**config.mk**
```make
export PLATFORM = sky130hd
export DESIGN_NAME = regfile_sequencer
export DESIGN_NICKNAME = d
export VERILOG_FILES = /design/src/rtl/regfile_sequencer.sv
export SDC_FILE = /design/constraint.sdc
export NUM_CORES = 1
export LEC_CHECK = 0
export CORE_UTILIZATION = 30
export DETAILED_ROUTE_END_ITERATION = 10
export PLACE_DENSITY = 0.56
export SLEW_MARGIN = 0
export SYNTH_ARGS = -nofsm -noshare
export SYNTH_HDL_FRONTEND = slang
export SYNTH_SLANG_ARGS = --single-unit
export TNS_END_PERCENT = 1
```
**constraint.sdc**
```tcl
create_clock -name clk -period 3.79 [get_ports clk]
set_input_delay 0.758 -clock clk [delete_from_list [all_inputs] [get_ports clk]]
set_output_delay 0.758 -clock clk [all_outputs]
set_load 0.05 [all_outputs]
```
**src/rtl/regfile_sequencer.sv**
```systemverilog
// Sequences single-register commands from two requesters onto the 8x16 register file.
// Optional PC write protection for port 1 is enabled by defining REGSEQ_PC_PROTECT_EN.
module regfile_sequencer #(
    parameter int NREQ = 2,
    parameter int DW   = 16,
    parameter int AW   = 3
) (
    input  logic                 clk,
    input  logic                 rst,
    input  logic [NREQ-1:0]      req_valid,
    output logic [NREQ-1:0]      req_ready,
    input  logic [2*NREQ-1:0]    req_op,
    input  logic [AW*NREQ-1:0]   req_a,
    input  logic [AW*NREQ-1:0]   req_b,
    input  logic [DW*NREQ-1:0]   req_data,
    output logic                 rsp_valid,
    output logic                 rsp_id,
    output logic [DW-1:0]        rsp_src,
    output logic [DW-1:0]        rsp_dst,
    output logic                 rsp_err,
    output logic [AW-1:0]        rf_src_sel,
    output logic [AW-1:0]        rf_dst_sel,
    output logic                 rf_out_en,
    output logic                 rf_in_en,
    output logic [DW-1:0]        rf_in,
    input  logic [DW-1:0]        rf_src,
    input  logic [DW-1:0]        rf_dst,
    output logic [2:0]           dbg_state
);

    localparam logic [1:0] OP_READ  = 2'b00;
    localparam logic [1:0] OP_WRITE = 2'b01;
    localparam logic [1:0] OP_ADDI  = 2'b10;
    localparam logic [1:0] OP_MOVE  = 2'b11;

    typedef enum logic [2:0] {
        S_IDLE = 3'd0,
        S_RD   = 3'd1,
        S_CAP  = 3'd2,
        S_WR   = 3'd3,
        S_RSP  = 3'd4
    } state_t;

    // Handshake: a command on port i transfers on the rising edge where
    // req_valid[i] and req_ready[i] are both 1; ready is only offered in IDLE
    // and never depends on anything but the current valids and last grant.

    state_t          state_q, state_d;
    logic [1:0]      op_q, op_d;
    logic [AW-1:0]   a_q, a_d;
    logic [AW-1:0]   b_q, b_d;
    logic [DW-1:0]   data_q, data_d;
    logic            id_q, id_d;
    logic            err_q, err_d;
    logic            last_grant_q, last_grant_d;
    logic [DW-1:0]   rsp_src_q, rsp_src_d;
    logic [DW-1:0]   rsp_dst_q, rsp_dst_d;

    logic            grant_valid;
    logic            grant_id;
    logic [1:0]      sel_op;
    logic [AW-1:0]   sel_a;
    logic [AW-1:0]   sel_b;
    logic [DW-1:0]   sel_data;
    logic            acc_err;

    // Round-robin between two ports: on contention the port not served last wins.
    always_comb begin
        grant_valid = |req_valid;
        if (req_valid[0] && req_valid[1]) begin
            grant_id = ~last_grant_q;
        end else begin
            grant_id = req_valid[1];
        end
    end

    always_comb begin
        if (grant_id) begin
            sel_op   = req_op[3:2];
            sel_a    = req_a[AW +: AW];
            sel_b    = req_b[AW +: AW];
            sel_data = req_data[DW +: DW];
        end else begin
            sel_op   = req_op[1:0];
            sel_a    = req_a[0 +: AW];
            sel_b    = req_b[0 +: AW];
            sel_data = req_data[0 +: DW];
        end
    end

`ifdef REGSEQ_PC_PROTECT_EN
    assign acc_err = grant_id && (sel_op != OP_READ) && (sel_b == '0);
`else
    assign acc_err = 1'b0;
`endif

    always_ff @(posedge clk or negedge rst) begin
        if (!rst) begin
            state_q      <= S_IDLE;
            op_q         <= OP_READ;
            a_q          <= '0;
            b_q          <= '0;
            data_q       <= '0;
            id_q         <= 1'b0;
            err_q        <= 1'b0;
            last_grant_q <= 1'b1;
            rsp_src_q    <= '0;
            rsp_dst_q    <= '0;
        end else begin
            state_q      <= state_d;
            op_q         <= op_d;
            a_q          <= a_d;
            b_q          <= b_d;
            data_q       <= data_d;
            id_q         <= id_d;
            err_q        <= err_d;
            last_grant_q <= last_grant_d;
            rsp_src_q    <= rsp_src_d;
            rsp_dst_q    <= rsp_dst_d;
        end
    end

    always_comb begin
        state_d      = state_q;
        op_d         = op_q;
        a_d          = a_q;
        b_d          = b_q;
        data_d       = data_q;
        id_d         = id_q;
        err_d        = err_q;
        last_grant_d = last_grant_q;
        rsp_src_d    = rsp_src_q;
        rsp_dst_d    = rsp_dst_q;
        req_ready    = '0;
        rf_out_en    = 1'b0;
        rf_in_en     = 1'b0;
        rf_src_sel   = '0;
        rf_dst_sel   = '0;
        rf_in        = '0;
        rsp_valid    = 1'b0;
        rsp_id       = 1'b0;
        rsp_err      = 1'b0;

        case (state_q)
            S_IDLE: begin
                if (grant_valid) begin
                    req_ready[grant_id] = 1'b1;
                    op_d         = sel_op;
                    a_d          = sel_a;
                    b_d          = sel_b;
                    data_d       = sel_data;
                    id_d         = grant_id;
                    err_d        = acc_err;
                    last_grant_d = grant_id;
                    if (sel_op == OP_WRITE) begin
                        state_d = acc_err ? S_RSP : S_WR;
                    end else begin
                        state_d = S_RD;
                    end
                end
            end
            S_RD: begin
                rf_out_en  = 1'b1;
                rf_src_sel = a_q;
                rf_dst_sel = b_q;
                state_d    = S_CAP;
            end
            S_CAP: begin
                rsp_src_d = rf_src;
                rsp_dst_d = rf_dst;
                state_d   = (op_q == OP_READ) ? S_RSP : S_WR;
            end
            S_WR: begin
                // A rejected ADDI/MOVE still spends this cycle so its latency matches an accepted one.
                if (!err_q) begin
                    rf_in_en   = 1'b1;
                    rf_dst_sel = b_q;
                    case (op_q)
                        OP_WRITE: rf_in = data_q;
                        OP_ADDI:  rf_in = rsp_dst_q + data_q;
                        OP_MOVE:  rf_in = rsp_src_q;
                        default:  rf_in = '0;
                    endcase
                end
                state_d = S_RSP;
            end
            S_RSP: begin
                rsp_valid = 1'b1;
                rsp_id    = id_q;
                rsp_err   = err_q;
                state_d   = S_IDLE;
            end
            default: begin
                state_d = S_IDLE;
            end
        endcase
    end

    assign rsp_src   = rsp_src_q;
    assign rsp_dst   = rsp_dst_q;
    assign dbg_state = state_q;

endmodule
```
## Word-level counts from Yosys, hierarchy flattened

Cells that the tools add are included.

| word-level totals | value |
|---|---|
| register bits | 61 |
| output and inout bits | 64 |
| input bits | 84 |

| operators by class | value |
|---|---|
| muxes and demuxes | 21 |
| equal/unequal tests | 9 |
| bitwise gates (word level) | 1 |
| $lt $le $gt $ge | 2 |
| add/sub/neg operators | 1 |
| reductions and logical operators | 7 |

Operators with widths:

| kind | number |
|---|---|
| $pmux 16 s3 | 1 |
| $mux 16 | 2 |
| $mux 3 | 6 |
| $add 16x16->16 | 1 |
| $pmux 3 s4 | 1 |
| $mux 2 | 4 |
| $eq 3x2->1 const B | 2 |
| $mux 1 | 6 |
| $eq 2x1->1 const B | 2 |
| $eq 2x2->1 const B | 2 |
| $reduce_or 2->1 | 2 |
| $eq 3x1->1 const B | 1 |
| $eq 3x3->1 const B | 1 |
| $logic_not 3->1 | 1 |
| $logic_and 1x1->1 | 2 |
| $logic_not 2->1 | 1 |
| $lt 1x2->1 const B | 1 |
| $ne 2x2->1 const B | 1 |
| $reduce_and 2->1 | 1 |
| $demux 1 s1 | 1 |
| $ge 1x1->1 const B | 1 |
| $not 1->1 | 1 |

## Logic depth before layout (Yosys ltp)

| logic depth | value |
|---|---|
| depth in word-level cells | 8 |
| gate-level depth with buffers | 8 |
| depth with buffers taken out | 8 |

## Least setup slack after synthesis

OpenSTA, ideal clock, no wires.

| timing path | value |
|---|---|
| path type | flip-flop to output port |
| from | register rsp_dst_q[7] (netlist: rsp_dst[7]) |
| to | output rf_in[14] |
| data required time | 3.032 ns |
| cell stages (with the launch flop) | 8 |
| arrival | 2.854 ns |
| slack | 0.178 ns |
| cell sequence | dfrtp_1 ha_1 buf_6 a21o_1 a221o_1 a221o_1 o21a_1 o31ai_2 |

| on the way | value |
|---|---|
| cells in the longest elaborated chain, start to end | 3 |

RTL lines:

| what | RTL line | RTL |
|---|---|---|
| start, declared | 57 | `logic [DW-1:0] rsp_dst_q, rsp_dst_d;` |
| start signal, assigned | 119 | `rsp_dst_q <= rsp_dst_d;` |
| $add 16x16->16 | 180 | `OP_ADDI: rf_in = rsp_dst_q + data_q;` |
| $pmux 16 s3 | 178 | `case (op_q)` |
| $mux 16 | 144 | `case (state_q)` |
| end, declared | 25 | `output logic [DW-1:0] rf_in,` |

No other way between the ends.

## Final worst setup path

| timing path | value |
|---|---|
| from | register rsp_dst_q[0] (netlist: rsp_dst[0]) |
| to | output rf_in[8] |

The elaborated chain is that of the path after synthesis.

==> results.json <==
{
  "outcome": "complete, but fails checks",
  "failed_checks": "DRC",
  "finalSetupViolCount": 0,
  "ys_warn_count": 0,
  "hold_path_end": "id_q$_DFFE_PN0P_",
  "cp_max_fo": 6,
  "drtPass1Iterations": 8,
  "combinationalPowerShare_pct": 63.3,
  "antenna_found_initial": 0,
  "r2r-end": "data_q[9]$_DFFE_PN0P_",
  "arrival_ns": 2.82,
  "p_per_area_nw_per_um2": 1040,
  "ys.flop_type": "dfrtp_1",
  "drive_above_1_share_pct": 16.2,
  "routedWlPerCell_um": 16.9,
  "grt_pass1_vias": 3496,
  "synthesis.area_um2": 3630,
  "synth_enable_flop_cells": 0,
  "p_sw_uw": 2810,
  "hold_class": "flop to flop",
  "num_vias": 3314,
  "die_y_um": 112,
  "relSlewSlack_pct": 32.2,
  "multi_input_area_um2": 1950,
  "io_buffers": 146,
  "grt_overflow": 0,
  "antenna_cells": 0,
  "cap_violations": 0,
  "ir_worst_vdd_uv": 480,
  "synth_top_area_share_pct": 41.4,
  "syn2layout_area_growth_pct": 54.5,
  "p_int_uw": 3040,
  "worstSetupStartpointType": "flop",
  "hold_violations": 0,
  "synth-seq-area-share_pct": 42.1,
  "async_flop_share_pct": 100,
  "grt_max_degree": 45,
  "swShare_pct": 48.0,
  "grt_setup_unrepaired": "false",
  "cts_sinks": 61,
  "fin_crit_sh_pct": 94.4,
  "nFillCells": 1133,
  "power_uw": 5850,
  "cts_tree": "done",
  "clockPowerShare_pct": 14.4,
  "synth-seq-cells": 61,
  "path_class": "flop to primary output",
  "holdPathStages": 1,
  "first_iter_violations": 130,
  "r2r_slack_ns": 1.94,
  "routed_wl_um": 11100,
  "synthCells": 357,
  "hp-start": "id_q$_DFFE_PN0P_",
  "period_needed_ns": 3.58,
  "synth_top_cell_by_area": "dfrtp_1",
  "tightest_slew_ns": 1.02,
  "core-area_um2": 11600,
  "crit_required_ns": 3.03,
  "ys_types": 51,
  "h-tree-depth": 3,
  "fp.dieW_um": 112,
  "slew_violations": 0,
  "rows": 39,
  "p_leak_uw": 0.00244,
  "cts_buffers": 9,
  "synth_area_per_cell_um2": 10.2,
  "seqCellArea_um2": 1530,
  "critPathCaptureType": "primary output",
  "clock_latency_ns": 0.33,
  "viasPerCell": 5.05,
  "grt_pass1_wl_um": 18400,
  "regToRegStartpoint": "dbg_state[2]$_DFFE_PN0P_",
  "cts_setup_buffers": 0,
  "fmax_ghz": 0.280,
  "fin_ws_ns": 0.213,
  "yosysMostFrequentCell": "dfrtp_1",
  "drc": 7,
  "ys_top_cells_by_area": "dfrtp_1 41%, mux2_2 11%, ha_1 5.2%",
  "hpwl_um": 8660,
  "gp_congestion": 0.885,
  "skew_ns": 0.0101,
  "seq_power_share_pct": 22.3,
  "dpl_worst_slack_ns": 0.449,
  "reg2reg_depth": 5,
  "layout.nets": 608,
  "ctsRootBufferMaster": "clkbuf_16",
  "clock_path_buffers": 2,
  "setup_tns_ns": 0,
  "ant_nets": 0,
  "syn-num-nets": 457,
  "die_area_um2": 12500,
  "start_util_pct": 31.3,
  "synth_commonest_cells": "60 x dfrtp_1, 35 x mux2_2, 24 x inv_1",
  "grt_usage_pct": 19.0,
  "clk_pin_slew_ns": 0.05,
  "num_io_pins": 148
}
-- power by group through the flow --
stage	logic, uW	registers, uW	clock network, uW
6_report	3710	1310	840
3_3_place_gp	3700	1310	0
5_1_grt	4000	1360	900
3_5_place_dp	3700	1320	0
4_1_cts	3720	1320	869
2_1_floorplan	1990	1870	0
-- metal layers --
metal  wire [um]  share of wire [%]  vias up  GRT usage [%]
li1            -                  -     1628              -
met1        5020                 45     1573           24.3
met2        5050                 46      108           29.2
met3         952                8.6        5           7.08
met4          59               0.53        0           6.67
met5           0                  0        -              0
-- worst max-delay path, cell delays in order, from the launching register on --
cell	delay, ns
dfrtp_1	0.39
ha_1	0.24
inv_1	0.07
fa_1	0.17
nor2b_1	0.07
o2111ai_1	0.51
a21oi_1	0.17
or3_2	0.45
a31o_2	0.24
buf_4	0.19
-- through the flow --
| stage | hold WS (ns) | area [um2] | std cells | util [%] |
|---|---|---|---|---|
| after floorplan | 0.441 | 3630 | 357 | - |
| after global placement | 0.465 | 5280 | 640 | 45.5 |
| after detailed placement | 0.492 | 5280 | 640 | 45.5 |
| after CTS | 0.512 | 5600 | 656 | 48.2 |
| after global routing | 0.530 | 5610 | 656 | 48.3 |
| final | 0.502 | 5610 | 656 | 48.3 |
-- cell families (layout without fill, tap and decap cells) --
| logic type | after synthesis | count (layout) | synth area share (%) |
|---|---|---|---|
| AO/OA/AOI/OAI | 97 | 97 | 18.9 |
| multiplexers | 53 | 53 | 15.8 |
| XOR/XNOR | 4 | 4 | 0.965 |
| flip-flops | 61 | 61 | 42.1 |
| adder cells (fa/ha/maj) | 16 | 16 | 5.72 |
| AND/OR/NAND/NOR | 85 | 85 | 11.8 |
| buffers and inverters | 40 | 196 | 4.62 |
| other | 1 | 1 | 0.103 |
-- registers in the layout, indices dropped and copies added, names as in the netlist --
name,count
rsp_dst,16
rsp_src,16
dbg_state,3
a_q,3
op_q,2
id_q,1
last_grant_q,1
data_q,16
b_q,3
-- worst max path at each step --
stage	from	endpoint	slack [ns]	cells after the start
after floorplan	rsp_dst[7]$_DFFE_PN0N_	rf_in[14]	0.18	7
after global placement	rsp_dst[0]$_DFFE_PN0N_	rf_in[4]	0.44	9
after detailed placement	rsp_dst[0]$_DFFE_PN0N_	rf_in[4]	0.45	9
after CTS	rsp_dst[0]$_DFFE_PN0N_	rf_in[4]	0.03	9
after global routing	rsp_dst[1]$_DFFE_PN0N_	rf_in[7]	0.02	7
final	rsp_dst[0]$_DFFE_PN0N_	rf_in[8]	0.21	9
-- layout by cell type, fill, tap and decap left out, types with 3 or more instances in the layout --
cell               n
clkdlybuf4s50_1  132
dfrtp_1           60
mux2_2            35
inv_1             24
o21ai_0           23
nand2_1           21
nor2_1            20
a21oi_1           19
mux2i_1           18
buf_4             18
a222oi_1          17
ha_1              15
and2_1            12
clkbuf_16          9
nor2b_1            7
a21o_1             7
nand3_1            6
o211ai_1           5
nand4_1            5
a211o_1            4
and3_1             3
o21a_1             3
clkbuf_8           3
buf_12             3
-- cell type report --
cell class / instances / area share, %
Clock inverter: 3 / 0.759
Clock buffer: 13 / 4.82
Timing Repair Buffer: 156 / 27.6
Tap cell: 143 / 3.19
Sequential cell: 61 / 27.2
Inverter: 24 / 1.61
Multi-Input combinational cell: 256 / 34.8
-- repair_timing --
item                                    CTS  global route
hold buffers                              0             0
resized for setup                         0             3
endpoints found under the setup margin    0             3
Power figures use the tool's default switching activity.
